===== config.mk =====
export PLATFORM = sky130hd
export DESIGN_NAME = demux_1to4
export DESIGN_NICKNAME = d
export VERILOG_FILES = /design/src/rtl/demux_1to4.sv
export SDC_FILE = /design/constraint.sdc
export NUM_CORES = 1
export LEC_CHECK = 0
export ABC_AREA = 1
export CORE_ASPECT_RATIO = 0.75
export CORE_MARGIN = 8
export CORE_UTILIZATION = 45
export DETAILED_ROUTE_END_ITERATION = 16
export HOLD_SLACK_MARGIN = 0.03
export PLACE_DENSITY_LB_ADDON = 0.25
export SLEW_MARGIN = 20
export SYNTH_ARGS = -nofsm -noshare
export SYNTH_HDL_FRONTEND = slang
export SYNTH_SLANG_ARGS = --single-unit
export TNS_END_PERCENT = 30

===== constraint.sdc =====
create_clock -name clk -period 4.5 [get_ports clk]
set_input_delay 0.9 -clock clk [delete_from_list [all_inputs] [get_ports clk]]
set_output_delay 0.9 -clock clk [all_outputs]
set_load 0.03 [all_outputs]

===== src/rtl/demux_1to4.sv =====
// Registered 1-to-4 demultiplexer: routes din to the channel picked by sel, one clock later,
// with a per-channel valid flag and a saturating per-channel transfer counter.
module demux_1to4 #(
    parameter int WIDTH = 1,
    parameter int CNT_W = 16
) (
    input  logic             clk,
    input  logic             rst,
    input  logic [WIDTH-1:0] din,
    input  logic [1:0]       sel,
    input  logic             in_valid,
    input  logic             cnt_clr,
    output logic [WIDTH-1:0] y0,
    output logic [WIDTH-1:0] y1,
    output logic [WIDTH-1:0] y2,
    output logic [WIDTH-1:0] y3,
    output logic [3:0]       y_valid,
    output logic [CNT_W-1:0] cnt0,
    output logic [CNT_W-1:0] cnt1,
    output logic [CNT_W-1:0] cnt2,
    output logic [CNT_W-1:0] cnt3
);

    localparam logic [CNT_W-1:0] CNT_MAX = '1;

    logic [CNT_W-1:0] cnt [4];

    // Data is routed every cycle; in_valid only qualifies y_valid and the counters.
    always_ff @(posedge clk or posedge rst) begin
        if (rst) begin
            y0      <= '0;
            y1      <= '0;
            y2      <= '0;
            y3      <= '0;
            y_valid <= '0;
        end else begin
            y0      <= '0;
            y1      <= '0;
            y2      <= '0;
            y3      <= '0;
            y_valid <= '0;
            case (sel)
                2'b00: begin
                    y0         <= din;
                    y_valid[0] <= in_valid;
                end
                2'b01: begin
                    y1         <= din;
                    y_valid[1] <= in_valid;
                end
                2'b10: begin
                    y2         <= din;
                    y_valid[2] <= in_valid;
                end
                default: begin
                    y3         <= din;
                    y_valid[3] <= in_valid;
                end
            endcase
        end
    end

    // Clear wins over a same-cycle increment; counters stick at CNT_MAX.
    always_ff @(posedge clk or posedge rst) begin
        if (rst) begin
            for (int i = 0; i < 4; i++) cnt[i] <= '0;
        end else if (cnt_clr) begin
            for (int i = 0; i < 4; i++) cnt[i] <= '0;
        end else if (in_valid && (cnt[sel] != CNT_MAX)) begin
            cnt[sel] <= cnt[sel] + 1'b1;
        end
    end

    assign cnt0 = cnt[0];
    assign cnt1 = cnt[1];
    assign cnt2 = cnt[2];
    assign cnt3 = cnt[3];

endmodule


* After elaboration in Yosys (flattened, before gate mapping)
Index checks and enable logic that the tools add are counted.
Cells by class: reduce and logical (&&, ||, !) cells 5, mux-type cells 16, bitwise gates (word level) 1, eq/ne operators 3, add/sub/neg operators 1, order comparisons 2
Operator list (count):
- 64-bit two-way mux | 2
- 64-bit bitwise mux | 1
- 16-bit two-way mux | 3
- 16-bit binary-select mux with 2-bit select | 1
- 16-bit demux with 2-bit select | 1
- 16-bit by 1-bit adder with 16-bit output (second input constant) | 1
- 16-bit != test (second input constant) | 1
- 1-bit two-way mux | 8
- 3-bit greater-or-equal comparator (second input constant) | 1
- 3-bit by 1-bit < comparator with 1-bit output (second input constant) | 1
- 2-bit inverter with 3-bit output | 1
- 3-bit OR reduction | 1
- 2-bit by 1-bit == test with 1-bit output (second input constant) | 1
- 2-bit == test (second input constant) | 1
- 1-bit logical AND | 2
- 2-bit zero test | 1
- 2-bit nonzero test | 1
Storage, ports and cells: input port bits 7, word-level logic and storage cells 37, register bits after elaboration 72, output and inout bits 72

* Longest topological paths before layout
depth after elaboration 8, depth in mapped cells 15, depth with buffers taken out 13

* Worst setup path before layout
OpenSTA, ideal clock, no wires.
kind input-to-reg, from input sel[1], to register cnt, in the netlist cnt3[2], data arrival time 2.634 ns, required time 4.415 ns, path buffers 4, path slack 1.781 ns, stages 14, path through buf_6 inv_2 buf_6 buf_4 nand2_1 nand2_2 ha_1 nand3_1 nor2_4 nand3_4 nand2_4 buf_6 nand3_1 o21ai_0
On the way: longest elaborated chain between the ends 8
Ends and longest elaborated chain:
- start: declaration | RTL line 10 | input logic [1:0] sel,
- 2-bit inverter with 3-bit output (implied by the code) (*) | RTL line 69, 70
- 16-bit binary-select mux with 2-bit select, or another cell as far along | RTL line 69, 70
- 16-bit two-way mux (implied by the code) / 1-bit logical AND (equally long branches) | RTL line 69, 70
- 16-bit two-way mux, on equally long branches | RTL line 69, 70
- 16-bit by 1-bit adder with 16-bit output / 16-bit demux with 2-bit select (equally long branches) | RTL line 70 | cnt[sel] <= cnt[sel] + 1'b1;
- 64-bit bitwise mux | RTL line 70
- 64-bit two-way mux | RTL line 69 | end else if (in_valid && (cnt[sel] != CNT_MAX)) begin
- 64-bit two-way mux | RTL line 67 | end else if (cnt_clr) begin
- end signal: indexed assignment | RTL line 70
- end: declaration | RTL line 26 | logic [CNT_W-1:0] cnt [4];
Mark *: on every way between the ends. The rest lies on a longest branch, timed or not. The select of a mux whose other input is x is not followed. A chain may end at the register's enable or synchronous reset.

* Worst setup path in the final report
from input sel[0], to register cnt, in the netlist cnt3[2]
The elaborated chain is that of the path after synthesis.

==> results.toml <==
[run_status]
status = "finished, final reports clean"

[min_path]
hp-class = "flop to flop"
hp-start = "cnt0[1]"
holdPathEnd = "cnt0[1]"
min_path_cells = 2

[clock_network]
cts_tree = "done"
cts_buffers = 9
clock_sinks = 72
cts_max_level = 3
post-cts-setup-buffer-count = 0
root_buffer = "clkbuf_16"
postCtsHoldBufs = 0
worst_skew_pair.late_latency_ns = 0.33
clk_pin_slew_ns = 0.06
cts_resized = 0
cts_max_path_buffers = 2

[logic_synthesis]
synth_top_area_share_pct = 43.6
ys_ff_latch = 72
postSynthCellCount = 569
synth_nets = 577
synth_warnings = 0
yosysTopAreaCell = "dfrtp_1"
synth_area_per_cell_um2 = 7.27
ys_types = 23
synthesis.area_um2 = 4140
ys_seq_area_share_pct = 43.6
synth_area_leaders = "dfrtp_1 (44%), nand3_1 (17%), nand2_1 (17%), nor2_1 (3.7%), o21ai_0 (2.9%)"

[drt]
dr.max_layer_used = "met4"
wl_met3_um = 1310
first_iter_violations = 408
post_drt_wl_per_cell_um = 17.4
drc = 0
wl_met2_um = 5740
met1Wirelength_um = 5900
firstDrtPassIters = 5
vias = 4290
drt_wl_total_um = 13100
viasPerCell = 5.72
final_antenna_net_count = 0

[sta]
tightest_slew_ns = 0.853
fmax_ghz = 0.288
worst_clock_skew_ns = 0.00581
setup_viol = 0
whs_ns = 0.542
rsz0062_at_grt = "no"
min_period_ns = 3.48
maxSlewHeadroom_pct = 43.0
final.period_utilization_pct = 77.2
final.setup.tns_ns = 0
final_max_slew_viol_count = 0
hold_viol_final = 0

[setup_path]
path_class = "input port to flop"
cp.required_ns = 4.68
arrival_ns = 3.66
r2r-start = "cnt2[0]"
crit_fanout = 33
critPathCaptureType = "flop"
ff2ff_path_depth = 10
startpoint_type = "input port"
r2r_slack_ns = 2.03
reg2reg_to = "cnt3[2]"

[grt]
grt_usage_pct = 21.4
grt_max_degree = 53
grt_pass1_vias = 4114
antenna_found_initial = 0
overflow = 0
grt_pass1_wl_um = 21600

[die]
die_w_um = 127
io_pins = 79
start_util_pct = 45.9
dieArea_um2 = 12500
die_h_um = 99.0
rows = 30
core_area_um2 = 9010

[pwr]
p_leak_nw = 2.46
p_per_area_nw_per_um2 = 290
ir_drop_mv = 0.176

[finish]
layout_common_cells = "nand2_1 (190), nand3_1 (143), clkdlybuf4s50_1 (77), dfrtp_1 (72), nor2_1 (41)"
seqCellArea_um2 = 1800
area_delta_synth_final_pct = 25.4
drive_gt1_share_pct = 6.90
n_antenna_cell = 0
multi_input_area_um2 = 2020
fill_cells = 865
final_common_cell = "nand2_1"
final_nets = 642

[place]
port_buffers = 78
globalplace.congestion = 0.937
dp_hpwl_um = 9060

[job]
drv_cap = 0
logic make-up after synthesis:
kind of cell	synth area share [%]
and+or+nand+nor	42.7
DFF	43.6
buffers and inverters	7.69
AOI/OAI and AO/OA	4.48
xor gates and xnor gates	1.27
adders and majority gates	0.303
metrics by stage:
step                cell area [µm²]  setup WS [ns]  power [mW]  util (%)  std cells
global route                   5180          0.840        1.54      57.6        750
global placement               4880          0.914       0.775      54.1        735
CTS                            5180           1.08        1.51      57.5        750
floorplan                      4140           1.78       0.749         -        569
finish                         5180           1.02        1.51      57.6        750
detailed placement             4880          0.774       0.778      54.1        735
worst max path at each step:
stage	startpoint	endpoint	slack (ns)	cells after the start
3_3_place_gp	sel[1]	cnt3[6]	0.91	10
6_report	sel[0]	cnt3[2]	1.02	12
3_5_place_dp	sel[1]	cnt3[2]	0.77	10
2_1_floorplan	rst	cnt0[0]	1.78	1
5_1_grt	sel[0]	cnt2[8]	0.84	12
4_1_cts	sel[0]	cnt3[2]	1.08	12
report_power, final:
group / switching, mW / internal [mW] / total (mW)
Combinational: 0.0885 / 0.0237 / 0.112
Clock: 0.266 / 0.472 / 0.738
Sequential: 0.00304 / 0.653 / 0.656
Total: 0.358 / 1.15 / 1.51
flip-flops by register name, summed over array words and instances, names as in the netlist:
register  cells
cnt3         16
cnt2         16
cnt0         16
y1            1
y3            1
y2            1
cnt1         16
y_valid       4
y0            1
metal layers:
metal / vias up / GRT usage, %
met5: - / 0
met4: 0 / 6.20
met3: 15 / 5.39
met2: 236 / 32.2
met1: 2054 / 29.6
li1: 1985 / -
cells in the mapped netlist:
| library cell | number |
|---|---|
| nand2_1 | 190 |
| nand3_1 | 143 |
| dfrtp_1 | 72 |
| nor2_1 | 41 |
| inv_1 | 25 |
| o21ai_0 | 24 |
| o21ai_1 | 13 |
| buf_6 | 10 |
| buf_2 | 8 |
| nand2_2 | 6 |
| buf_4 | 5 |
| nor2_2 | 5 |
| xor2_1 | 5 |
| nand2_4 | 4 |
| buf_1 | 3 |
| clkbuf_1 | 3 |
| inv_2 | 3 |
| nand4_1 | 3 |
| nor2_4 | 2 |
| ha_1 | 1 |
| nand3_2 | 1 |
| nand3_4 | 1 |
| xnor2_1 | 1 |
layout make-up:
type,count,area share (%)
multi-input cells,440,38.9
flip-flops and latches,72,34.7
repair buffers,83,15.7
clock buffers,13,5.21
well taps,112,2.70
inverters,28,2.05
clock inverters,2,0.724
critical path: stages:
cell and delay (ns):
buf_2 0.24, inv_2 0.50, nand2_1 0.12, nand2_1 0.10, nand2_1 0.07, nand2_2 0.16, ha_1 0.24, nand3_1 0.22
nor2_4 0.26, nand3_4 0.20, nand3_1 0.42, o21ai_0 0.18
No activity file was read; power rests on OpenSTA's default activity.
